File: config.mk
export PLATFORM = sky130hd
export DESIGN_NAME = signed_mult_arbiter
export DESIGN_NICKNAME = d
export VERILOG_FILES = /design/src/rtl/signed_mult_arbiter.sv
export SDC_FILE = /design/constraint.sdc
export NUM_CORES = 1
export LEC_CHECK = 0
export CORE_AREA = 5 5 123 125
export CTS_BUF_LIST = sky130_fd_sc_hd__clkbuf_4 sky130_fd_sc_hd__clkbuf_8
export CTS_CLUSTER_SIZE = 20
export DETAILED_ROUTE_END_ITERATION = 7
export DIE_AREA = 0 0 128 130
export GPL_TIMING_DRIVEN = 1
export PLACE_DENSITY = 0.76
export SLEW_MARGIN = 20
export SYNTH_ARGS = -nofsm -noshare
export SYNTH_HDL_FRONTEND = slang
export SYNTH_SLANG_ARGS = --single-unit
File: constraint.sdc
create_clock -name clk -period 5 [get_ports clk]
set_input_delay 1 -clock clk [delete_from_list [all_inputs] [get_ports clk]]
set_output_delay 1 -clock clk [all_outputs]
set_load 0.03 [all_outputs]
File: src/rtl/signed_mult_arbiter.sv
// Round-robin arbiter sharing one 2-stage signed 8x8 multiplier among NREQ requesters.
// Results are tagged with the issuing lane and returned in issue order through a credit-guarded FIFO.

module signed_mult (
    input  logic               clk,
    input  logic               rst_n,
    input  logic signed [7:0]  a,
    input  logic signed [7:0]  b,
    output logic signed [15:0] prod
);
    logic signed [7:0]  a_reg;
    logic signed [7:0]  b_reg;
    logic signed [15:0] a_ext;
    logic signed [15:0] b_ext;
    logic signed [15:0] prod_reg;

    assign a_ext = a_reg;
    assign b_ext = b_reg;

    always_ff @(posedge clk or negedge rst_n) begin
        if (!rst_n) begin
            a_reg    <= '0;
            b_reg    <= '0;
            prod_reg <= '0;
        end else begin
            a_reg    <= a;
            b_reg    <= b;
            prod_reg <= a_ext * b_ext;
        end
    end

    assign prod = prod_reg;
endmodule

module signed_mult_arbiter #(
    parameter  int NREQ      = 4,
    parameter  int RSP_DEPTH = 4,
    localparam int ID_W      = $clog2(NREQ)
) (
    input  logic                clk,
    input  logic                rst_n,
    input  logic [NREQ-1:0]     req_valid,
    input  logic [NREQ*8-1:0]   req_a,
    input  logic [NREQ*8-1:0]   req_b,
    output logic [NREQ-1:0]     req_ready,
    output logic                rsp_valid,
    input  logic                rsp_ready,
    output logic [ID_W-1:0]     rsp_id,
    output logic signed [15:0]  rsp_prod,
    output logic                busy
);
    localparam int PTR_W = $clog2(RSP_DEPTH);
    localparam int CNT_W = $clog2(RSP_DEPTH + 1);
    localparam int USE_W = CNT_W + 1;
    localparam logic [ID_W:0] NREQ_W = (ID_W + 1)'(NREQ);

    logic [ID_W-1:0]    rr_ptr_reg;
    logic [ID_W-1:0]    rr_ptr_next;
    logic [ID_W-1:0]    cand_idx [NREQ];
    logic [NREQ-1:0]    cand_vld;
    logic signed [7:0]  lane_a [NREQ];
    logic signed [7:0]  lane_b [NREQ];
    logic [ID_W-1:0]    grant_idx;
    logic               grant_found;
    logic               credit_ok;
    logic               issue;

    logic               tag1_vld_reg;
    logic [ID_W-1:0]    tag1_id_reg;
    logic               tag2_vld_reg;
    logic [ID_W-1:0]    tag2_id_reg;
    logic signed [15:0] mult_prod;
    logic [1:0]         inflight;
    logic [USE_W-1:0]   used;

    logic signed [15:0] mem_prod [RSP_DEPTH];
    logic [ID_W-1:0]    mem_id   [RSP_DEPTH];
    logic [PTR_W-1:0]   wr_ptr_reg;
    logic [PTR_W-1:0]   rd_ptr_reg;
    logic [CNT_W-1:0]   fifo_count_reg;
    logic               push;
    logic               pop;

    // cand_idx[k] is the lane examined k-th, starting from rr_ptr and wrapping
    generate
        for (genvar gi = 0; gi < NREQ; gi++) begin : g_lane
            logic [ID_W:0] sum;
            assign sum          = {1'b0, rr_ptr_reg} + (ID_W + 1)'(gi);
            assign cand_idx[gi] = (sum >= NREQ_W) ? ID_W'(sum - NREQ_W) : sum[ID_W-1:0];
            assign cand_vld[gi] = req_valid[cand_idx[gi]];
            assign lane_a[gi]   = req_a[8*gi +: 8];
            assign lane_b[gi]   = req_b[8*gi +: 8];
            assign req_ready[gi] = issue && (grant_idx == ID_W'(gi));
        end
    endgenerate

    always_comb begin
        grant_found = 1'b0;
        grant_idx   = '0;
        for (int k = NREQ - 1; k >= 0; k--) begin
            if (cand_vld[k]) begin
                grant_found = 1'b1;
                grant_idx   = cand_idx[k];
            end
        end
    end

    assign inflight  = {1'b0, tag1_vld_reg} + {1'b0, tag2_vld_reg};
    assign used      = USE_W'(fifo_count_reg) + USE_W'(inflight);
    assign credit_ok = used < USE_W'(RSP_DEPTH);
    // Gating with rst_n keeps req_ready low for the whole time reset is asserted
    assign issue     = grant_found && credit_ok && rst_n;

    assign rr_ptr_next = (grant_idx == ID_W'(NREQ - 1)) ? '0 : grant_idx + 1'b1;

    always_ff @(posedge clk or negedge rst_n) begin
        if (!rst_n) begin
            rr_ptr_reg   <= '0;
            tag1_vld_reg <= 1'b0;
            tag1_id_reg  <= '0;
            tag2_vld_reg <= 1'b0;
            tag2_id_reg  <= '0;
        end else begin
            if (issue) begin
                rr_ptr_reg <= rr_ptr_next;
            end
            tag1_vld_reg <= issue;
            tag1_id_reg  <= grant_idx;
            tag2_vld_reg <= tag1_vld_reg;
            tag2_id_reg  <= tag1_id_reg;
        end
    end

    // Operands of the current grant always feed the pipe; only tagged slots reach the FIFO
    signed_mult u_mult (
        .clk   (clk),
        .rst_n (rst_n),
        .a     (lane_a[grant_idx]),
        .b     (lane_b[grant_idx]),
        .prod  (mult_prod)
    );

    assign push = tag2_vld_reg;
    assign pop  = rsp_valid && rsp_ready;

    always_ff @(posedge clk) begin
        if (push) begin
            mem_prod[wr_ptr_reg] <= mult_prod;
            mem_id[wr_ptr_reg]   <= tag2_id_reg;
        end
    end

    always_ff @(posedge clk or negedge rst_n) begin
        if (!rst_n) begin
            wr_ptr_reg     <= '0;
            rd_ptr_reg     <= '0;
            fifo_count_reg <= '0;
        end else begin
            if (push) begin
                wr_ptr_reg <= (wr_ptr_reg == PTR_W'(RSP_DEPTH - 1)) ? '0 : wr_ptr_reg + 1'b1;
            end
            if (pop) begin
                rd_ptr_reg <= (rd_ptr_reg == PTR_W'(RSP_DEPTH - 1)) ? '0 : rd_ptr_reg + 1'b1;
            end
            if (push && !pop) begin
                fifo_count_reg <= fifo_count_reg + 1'b1;
            end else if (pop && !push) begin
                fifo_count_reg <= fifo_count_reg - 1'b1;
            end
        end
    end

    assign rsp_valid = (fifo_count_reg != '0);
    assign rsp_id    = rsp_valid ? mem_id[rd_ptr_reg] : '0;
    assign rsp_prod  = rsp_valid ? mem_prod[rd_ptr_reg] : '0;
    assign busy      = (inflight != 2'd0) || rsp_valid;
endmodule

* Word level (Yosys, flattened, before mapping)
Memories as Yosys holds them, arrays and structs flattened.
Index checks and enable logic that the tools add are counted.
Widths: inputs -> output; s select.
** Operators by class
- $add $sub $neg :: 14
- Multipliers :: 1
- Div/mod/pow operators :: 0
- Magnitude comparators :: 10
- Eq/ne operators :: 5
- Shifts and indexed selects :: 0
- Mux-type cells :: 35
- Bitwise operators :: 1
- Reductions and logical operators :: 16
** Operators with widths (number)
- $bmux 8 s2 :: 2
- $mux 8 :: 4
- $mux 2 :: 12
- $mul 8x8->16 :: 1
- $mux 16 :: 1
- $ge 3x3->1 const B :: 4
- $lt 2x3->1 const B :: 4
- $mux 1 :: 10
- $logic_and 1x1->1 :: 9
- $bmux 1 s2 :: 4
- $eq 2x2->1 const B :: 4
- $sub 2x1->2 const B :: 4
- $add 2x1->2 const B :: 3
- $add 2x2->3 const B :: 2
- $mux 3 :: 2
- $add 3x2->4 :: 1
- $lt 4x3->1 const B :: 1
- $reduce_bool 2->1 :: 2
- $add 2x1->3 const B :: 1
- $add 3x1->3 const B :: 1
- $ge 2x3->1 const B :: 1
- $not 2->3 :: 1
- $reduce_bool 3->1 :: 1
- $sub 3x1->3 const B :: 1
- 5 further kinds :: 6
** Storage, ports and cells
- Register bits after elaboration :: 47
- Latch bits :: 0
- RAM bits :: 72
- ROM bits :: 0
- Input bits :: 71
- Memories :: 2
** Memory list
- mem_prod :: words 4, width 16, rd ports 1, clocked after Yosys merged registers in 0, write ports 1, RTL line 76 : logic signed [15:0] mem_prod [RSP_DEPTH];
- mem_id :: words 4, width 2, rd ports 1, clocked after Yosys merged registers in 0, write ports 1, RTL line 77 : logic [ID_W-1:0] mem_id [RSP_DEPTH];

* Depth between registers and ports, before layout
Gate-level depths: netlist (run 1).
- Word-level depth :: 13
- Gate-level depth with buffers :: 16

* By module
Synthesis (run 1) repeated with hierarchy kept, for this count alone.
** Second synthesis, totals
- Cell total of the unflattened synthesis :: 671
- Area total of the unflattened synthesis :: 7930.1 sq um
** By module, submodules not included
- signed_mult_arbiter :: instances 1, cells an instance 350, area an instance 4596.9 sq um, sequential area each 2537.4 sq um
- signed_mult :: instances 1, cells an instance 321, area an instance 3333.2 sq um, sequential area each 800.8 sq um

* Worst setup path after synthesis (run 1)
No wires, ideal clock.
- Path type :: flip-flop to flip-flop
- Start point :: register u_mult.b_reg[4]
- End point :: register u_mult.prod_reg[11], in the netlist u_mult.prod[11]
- Library setup time :: 0.069 ns
- Arrival :: 4.096 ns
- Data required time :: 4.931 ns
- Path slack :: 0.835 ns
- Cell stages (with the launch flop) :: 16
- Path through :: dfrtp_1 -> and2_1 -> fa_1 -> inv_1 -> fa_1 -> inv_1 -> fa_1 -> inv_1 -> fa_1 -> inv_1 -> ha_1 -> a21o_1 -> a21oi_1 -> a21boi_1 -> or4_1 -> nand3_1
** Between the ends
- Cells in the longest elaborated chain, start to end :: 1
** Ends and longest elaborated chain
- start: declaration :: RTL line 12 : logic signed [7:0] b_reg;
- start signal: assignment :: RTL line 23 : b_reg <= '0;
- start signal: assignment :: RTL line 27 : b_reg <= b;
- $mul 8x8->16 :: RTL line 28 : prod_reg <= a_ext * b_ext;
- end signal: assignment :: RTL line 28
- end: declaration :: RTL line 15 : logic signed [15:0] prod_reg;
No other way between the ends.
A chain may end at the register's enable or synchronous reset.

* Worst setup path after layout (run 1)
Ends and elaborated chain as after synthesis.

==> run_results.csv, run 1 <==
group,metric,value,unit
place,portBuffers,94,
layout,n_fill_cell,1062,
setup_path,r2r-end,"u_mult.prod[11]",
setup_path,crit_arrival,4.72,ns
die,ioPinCount,95,
layout,largest_register_ffs,64,
cts,clkSinkCount,119,
route,drc,0,
layout,antenna_cells,0,
sta,max_freq,0.2284,GHz
worst_hold_path,hp-class,"reg2reg",
place,dp_slack,0.6254,ns
global_routing,grt_max_degree,48,
route,wire_per_inst,15.15,µm
cts,cts_buffers,17,
sta,finalCritPeriodShare,0.8757,
global_routing,grt.overflow.total,0,
synth,synth-seq-cells,119,
synth,async_reset_ff_frac,0.3950,
die,core-area,0.01377,mm²
sta,setup_viol,0,
synth,syn_avg_cell_area,13.15,µm²
layout,drive_gt1_frac,0.08905,
sta,setup_ws,0.6213,ns
cts,clockBufferDepth,2,
die,die-area,0.01664,mm²
route,firstDrtPassIters,4,
route,drt_iter0_drc,177,
sta,grt_setup_unrepaired,"no",
setup_path,startpoint,"u_mult.b_reg[4]",
sta,slew_headroom,0.3570,
route,ant_nets,0,
setup_path,r2r_cells,15,
route,routed_wl,13.11,mm
setup_path,endpoint,"u_mult.prod[11]",
sta,fin_tns_setup,0,ns
synth,syn-cell-area,0.007457,mm²
place,gp_congestion,0.8571,
cts,cts-root-buf,"clkbuf_8",
die,die_h,130,µm
synth,synth_nets,736,
global_routing,grt.total_usage,0.1750,
die,initial_core_util,0.5414,
die,die_w,128,µm
setup_path,path_class,"reg2reg",
die,rows,43,
synth,synth_edf_count,72,
status,status,"completed",
sta,fin_skew,0.009865,ns
job,maxCapViolations,0,
sta,finalHoldViolCount,0,
route,vias,4314,
setup_path,crit_path_start_kind,"flop",
route,viasPerCell,4.987,
global_routing,grt_pass1_wl,22.76,mm
sta,slew_viol_final,0,
sta,worst_slew_pin_slew,0.9645,ns
cts,cts-htree-levels,4,
layout,syn_to_final_growth,19.88,%
sta,finalCriticalPeriod,4.379,ns
synth,synthFlopType,"edfxtp_1",
setup_path,path_max_fanout,8,
cts,cts_tree,"yes",
global_routing,grt_pass1_vias,4814,
synth,ys_types,44,
cts,post-cts-setup-buffers,0,
synth,yosys_warnings,0,
layout,fin_nets,841,
cts,ctsHoldBuffers,0,
synth,yosysSeqAreaShare,0.4477,
place,place_hpwl,10.34,mm
setup_path,worstReg2RegStart,"u_mult.b_reg[4]",
setup_path,endpoint_kind,"flop",
global_routing,antenna_found_initial,0,
setup_path,rrSetupSlack,0.62,ns
setup_path,cp.required,5.34,ns
cts,clk_pin_slew,0.07,ns
layout,final_cell_mix,"inv_1, clkdlybuf4s50_1, edfxtp_1, and2_1, fa_1",
synth,syn_inst,567,
cts,clk_latency,0.41,ns
cts,cts_resized,0,
layout,layout_commonest_cell,"inv_1",
sta,holdWs,0.3528,ns
[critical path, stage by stage, from the launching register on]
cell and delay [ns]:
dfrtp_1 0.45, and2_1 0.21, fa_1 0.53, inv_1 0.05, fa_1 0.47, inv_1 0.05, fa_1 0.52, inv_1 0.05
fa_1 0.52, inv_1 0.04, ha_1 0.35, a21o_1 0.19, a21oi_1 0.24, a21boi_1 0.14, or4_1 0.41, nand3_1 0.09
[how the worst min path moves through the flow]
stage              startpoint        endpoint  depth (start not counted)
6_report       tag1_id_reg[1]  tag2_id_reg[1]                          0
5_1_grt        tag1_id_reg[1]  tag2_id_reg[1]                          0
4_1_cts        tag1_id_reg[1]  tag2_id_reg[1]                          0
3_5_place_dp   tag1_id_reg[1]  tag2_id_reg[1]                          0
3_3_place_gp   tag1_id_reg[1]  tag2_id_reg[1]                          0
2_1_floorplan  tag1_id_reg[0]  tag2_id_reg[0]                          0
[logic make-up after synthesis]
group,after synthesis,share of synthesized area
AND/OR/NAND/NOR,124,0.09547
flip-flops,119,0.4477
buffers and inverters,107,0.06241
AO/OA/AOI/OAI,31,0.02768
multiplexers,71,0.1260
adder cells (fa/ha/maj),98,0.2208
XOR/XNOR,17,0.01997
[cells in the mapped netlist (3+ instances only)]
| library cell | count | area (µm²) |
|---|---|---|
| o21ai_0 | 5 | 25.02 |
| xor2_1 | 4 | 35.03 |
| and2_1 | 71 | 444.2 |
| mux2i_1 | 50 | 500.5 |
| edfxtp_1 | 72 | 2162 |
| mux4_2 | 18 | 405.4 |
| nand3_1 | 3 | 15.01 |
| a21oi_1 | 11 | 55.05 |
| nor2_1 | 12 | 45.04 |
| dfrtp_1 | 47 | 1176 |
| nor2b_1 | 9 | 56.30 |
| nand2_1 | 16 | 60.06 |
| fa_1 | 56 | 1121 |
| xnor2_1 | 13 | 113.9 |
| o21a_1 | 3 | 22.52 |
| nor3_1 | 4 | 20.02 |
| ha_1 | 42 | 525.5 |
| buf_2 | 3 | 15.01 |
| inv_1 | 95 | 356.6 |
[per-stage QoR]
step	cell area, µm²	utilization	cells
after floorplan	7457	-	567
after global placement	8536	0.6197	833
after detailed placement	8536	0.6197	833
after CTS	8940	0.6491	865
after global routing	8940	0.6491	865
final	8940	0.6491	865
[layer usage]
layer	vias up	wire length, µm	GRT usage
met3	13	630	0.03889
met1	2084	5460	0.2108
li1	2100	-	-
met2	117	6824	0.3155
met4	0	192	0.05431
met5	-	0	0
[layout make-up]
| class | count | area (µm²) | share of cell area |
|---|---|---|---|
| multi-input combinational | 341 | 3654 | 0.4087 |
| sequential | 119 | 3338 | 0.3734 |
| timing repair buffer | 97 | 958.4 | 0.1072 |
| inverter | 96 | 360.3 | 0.04031 |
| clock buffer | 19 | 249.0 | 0.02785 |
| tap | 180 | 225.2 | 0.02519 |
| clock inverter | 13 | 155.1 | 0.01735 |
Power of run 1 is not shown: default switching activity piles up to over one toggle a cycle in this logic, so the estimate is an artifact.
==> run 2: changes to the inputs <==
- CAP_MARGIN: unset -> 0
- SLEW_MARGIN: 20 -> 15
==> results of run 2 <==
No change in the layout: final DEF, timing and power equal those of run 1.
Power of run 2 is left out for the same reason.
==> edit 1 (settings of run 1) <==
Reset style: synchronous (`rst_n`), changed in 3 clocked blocks.
--- a/src/rtl/signed_mult_arbiter.sv
+++ b/src/rtl/signed_mult_arbiter.sv
@@ -18,5 +18,5 @@
     assign b_ext = b_reg;
 
-    always_ff @(posedge clk or negedge rst_n) begin
+    always_ff @(posedge clk) begin
         if (!rst_n) begin
             a_reg    <= '0;
@@ -114,5 +114,5 @@
     assign rr_ptr_next = (grant_idx == ID_W'(NREQ - 1)) ? '0 : grant_idx + 1'b1;
 
-    always_ff @(posedge clk or negedge rst_n) begin
+    always_ff @(posedge clk) begin
         if (!rst_n) begin
             rr_ptr_reg   <= '0;
@@ -151,5 +151,5 @@
     end
 
-    always_ff @(posedge clk or negedge rst_n) begin
+    always_ff @(posedge clk) begin
         if (!rst_n) begin
             wr_ptr_reg     <= '0;
Function: changed (Yosys sat finds a counterexample within 4 cycles, from zero or initial values and one cycle with rst_n low; the reset may be asserted at any time).
==> edit 1 against run 1 <==
Worst setup slack worse by 120 ps; sequential cell count rose by 2; final area down 0.31%; critical path depth down 1; area after synthesis shrank 1.8%; routed wire length grew 8.0%; critical endpoint is now u_mult.prod[14]; highest routed layer unchanged.
Power is left out: it rests on default switching activity, and per cell area and clock period it moved more than threefold.
==> edit 1: results <==
metrics = {
    "outcome": {
        "status": "completed",
    },
    "drt": {
        "route.final.wire_length_mm": 14.2,
        "drt_iter0_drc": 235,
        "first_pass_iters": 5,
        "via_per_inst": 5.15,
    },
    "yosys": {
        "synthAdderAreaFrac_pct": 22.5,
        "ys_types": 42,
        "synthXorXnorAreaFrac_pct": 1.44,
        "synthTopCellsByArea": "edfxtp_1 30%, fa_1 15%, dfxtp_1 13%",
        "syn_nets": 776,
        "yosysSeqAreaShare_pct": 42.9,
        "async_flop_share_pct": 0,
        "synth_common_cells": "99 x inv_1, 76 x and2_1, 72 x edfxtp_1",
        "synth_mux_area_share_pct": 10.6,
    },
    "timing": {
        "slew_headroom_pct": 33.2,
        "hold_ws_ps": 466,
        "skew_ps": 15.7,
    },
    "finish": {
        "fill_cells": 1086,
        "nNetsFinal": 878,
        "drive_gt1_share_pct": 8.31,
    },
    "place": {
        "gp_congestion": 0.818,
        "post-place-ws_ps": 502,
        "dp_hpwl_mm": 10.9,
    },
    "worst_hold_path": {
        "hold_depth": 1,
        "min_to": "tag2_id_reg[1]",
        "worstHoldStart": "tag1_id_reg[1]",
    },
    "setup_path": {
        "cp.arrival_ps": 4780,
        "crit_end": "u_mult.prod[14]",
        "reg2reg_depth": 14,
        "r2r-start": "u_mult.b_reg[7]",
    },
    "clock_tree": {
        "worst_skew_pair.late_latency_ps": 430,
    },
    "grt": {
        "grt_pass1_wl_mm": 24.8,
        "grt_max_degree": 31,
    },
}
==> edit 1: area by class of cell <==
type                            count  area [um^2]  area share (%)
Clock buffer                       19          255            2.86
Clock inverter                     13          194            2.18
Inverter                          100          375            4.21
Multi-Input combinational cell    371         3750            42.1
Sequential cell                   121         3140            35.3
Tap cell                          180          225            2.53
Timing Repair Buffer               98          971            10.9
==> edit 1: per-stage QoR <==
stage	std cells	util (%)	cell area [um^2]
after floorplan	607	-	7320
after global placement	870	61.4	8460
after detailed placement	870	61.4	8460
final	902	64.7	8910
after global routing	902	64.7	8910
after CTS	902	64.7	8910
==> edit 1: per-layer routing <==
layer	GRT usage (%)	vias to the layer above	share of wire [%]
li1	-	2245	-
met5	0	-	0
met2	34.2	128	53
met3	4.18	15	5.1
met4	4.99	0	0.93
met1	22.8	2260	41
==> edit 2 (flow settings as in run 1) <==
Without the edit above. Take the reset off `b_reg` and load it in a clocked block of its own.
--- a/src/rtl/signed_mult_arbiter.sv
+++ b/src/rtl/signed_mult_arbiter.sv
@@ -21,11 +21,13 @@
         if (!rst_n) begin
             a_reg    <= '0;
-            b_reg    <= '0;
             prod_reg <= '0;
         end else begin
             a_reg    <= a;
-            b_reg    <= b;
             prod_reg <= a_ext * b_ext;
         end
+    end
+
+    always_ff @(posedge clk) begin
+        b_reg <= b;
     end
 
Function: not settled (the Yosys comparison gave no result); the edit may change what the design does.
==> edit 2 against run 1 <==
Routed wire length grew 2.3%; final area fell by 0.20%; core utilization shrank 0.13 points; first-iteration DRC count rose by 9.0%; die area stayed put; worst setup slack lost 86 ps; area after synthesis decreased by 0.54%; sequential cell count unchanged; critical path depth fell by 1.
Power is not shown: default switching activity piles up to over one toggle a cycle in this logic, so the estimate is an artifact.
==> edit 2: results <==
metrics = {
    "setup_path": {
        "r2r-start": "u_mult.a_reg[0]",
        "cp.arrival_ps": 4810,
        "critPathKind": "flip-flop to flip-flop",
        "crit_path_max_fanout": 8,
    },
    "grt": {
        "grt_pass1_vias": 4801,
        "antenna_found_initial": 0,
        "grt_pass1_wl_mm": 23.0,
        "grt_max_degree": 40,
        "grt_usage_pct": 17.8,
    },
    "drt": {
        "ant_nets": 0,
        "route.final.wire_length_mm": 13.4,
        "drt_iter0_drc": 193,
        "first_pass_iters": 5,
        "num_vias": 4339,
    },
    "clock_tree": {
        "post_cts_resized": 0,
        "ctsHtreeMaxLevel": 4,
        "root_buffer": "clkbuf_8",
        "cts_setup_buffers": 0,
        "worst_skew_pair.late_latency_ps": 420,
        "path_clk_slew_ps": 70,
        "numCtsBuffers": 17,
        "max-clock-path-buffers": 2,
    },
    "worst_hold_path": {
        "worstHoldStart": "tag1_id_reg[1]",
        "holdCritPathClass": "flip-flop to flip-flop",
    },
    "finish": {
        "n_antenna_cell": 0,
        "largest_reg_flops": 64,
        "drive_gt1_share_pct": 8.91,
        "nNetsFinal": 841,
        "stdcell_count": 865,
    },
    "yosys": {
        "syn_nets": 736,
        "async_flop_share_pct": 32.8,
        "synthTopCellsByArea": "edfxtp_1 29%, fa_1 15%, dfrtp_1 13%",
        "synth-compound-area-share_pct": 2.78,
        "netlist.area_leader.share_pct": 29.1,
        "ys_types": 45,
        "yosys_warnings": 0,
        "synth_common_cells": "95 x inv_1, 72 x edfxtp_1, 71 x and2_1",
        "yosysSeqAreaShare_pct": 44.5,
        "avgSynthCellArea_um2": 13.1,
        "synthAdderAreaFrac_pct": 22.2,
        "synth_mux_area_share_pct": 12.7,
        "synth-edff-count": 72,
        "synthXorXnorAreaFrac_pct": 2.01,
    },
    "place": {
        "gp_congestion": 0.818,
        "dp_hpwl_mm": 10.6,
        "numPlacedInstances": 833,
        "port_buffers": 94,
    },
    "timing": {
        "slew_headroom_pct": 37.3,
        "skew_ps": 11.3,
    },
    "outcome": {
        "status": "completed",
    },
}
-- edit 2: area by class of cell --
| type | count | area [um^2] |
|---|---|---|
| inverter | 96 | 360 |
| clock inverter | 13 | 178 |
| sequential | 119 | 3300 |
| timing repair buffer | 97 | 958 |
| fill | 1060 | 4850 |
| multi-input combinational | 341 | 3650 |
| tap | 180 | 225 |
| clock buffer | 19 | 249 |
-- edit 2: final timing paths --
| path | to | slack, ps | cells after the start |
|---|---|---|---|
| max | u_mult.prod[11] | 540 | 14 |
| min | tag2_id_reg[1] | 360 | 0 |
| max reg2reg | u_mult.prod[11] | 540 | 14 |
| min reg2reg | tag2_id_reg[1] | 360 | 0 |
| max in group asynchronous | u_mult.prod[2] | 3890 | 2 |
| min in group asynchronous | u_mult.a_reg[7] | 740 | 2 |
-- edit 2: per-stage QoR --
step / area [um^2] / setup slack [ps]
3_3_place_gp: 8500 / 697
3_5_place_dp: 8500 / 553
4_1_cts: 8920 / 540
2_1_floorplan: 7420 / 850
5_1_grt: 8920 / 258
6_report: 8920 / 535
-- edit 2: per-layer routing --
layer	global-route usage, %	part of all wire, %	vias to the layer above
met5	0	0	-
met4	5.68	0.98	0
met3	4.54	4.9	12
met2	31.4	52	116
met1	21.5	42	2112
li1	-	-	2099
-- edit 2: worst max-delay path: stages, from the launching register on --
cell and delay (ps):
dfrtp_1 440, nand2b_1 190, fa_1 510, fa_1 550, inv_1 60, fa_1 530, inv_1 60, fa_1 520
inv_1 40, ha_1 340, a21o_1 190, a21oi_1 260, a21boi_1 160, or4_1 430, nand3_1 90
-- edit 2: cells by family after synthesis --
group,Yosys count
and+or+nand+nor,124
DFF,119
buffers and inverters,107
adders and majority gates,98
muxes,71
AOI/OAI and AO/OA,31
xor gates and xnor gates,17
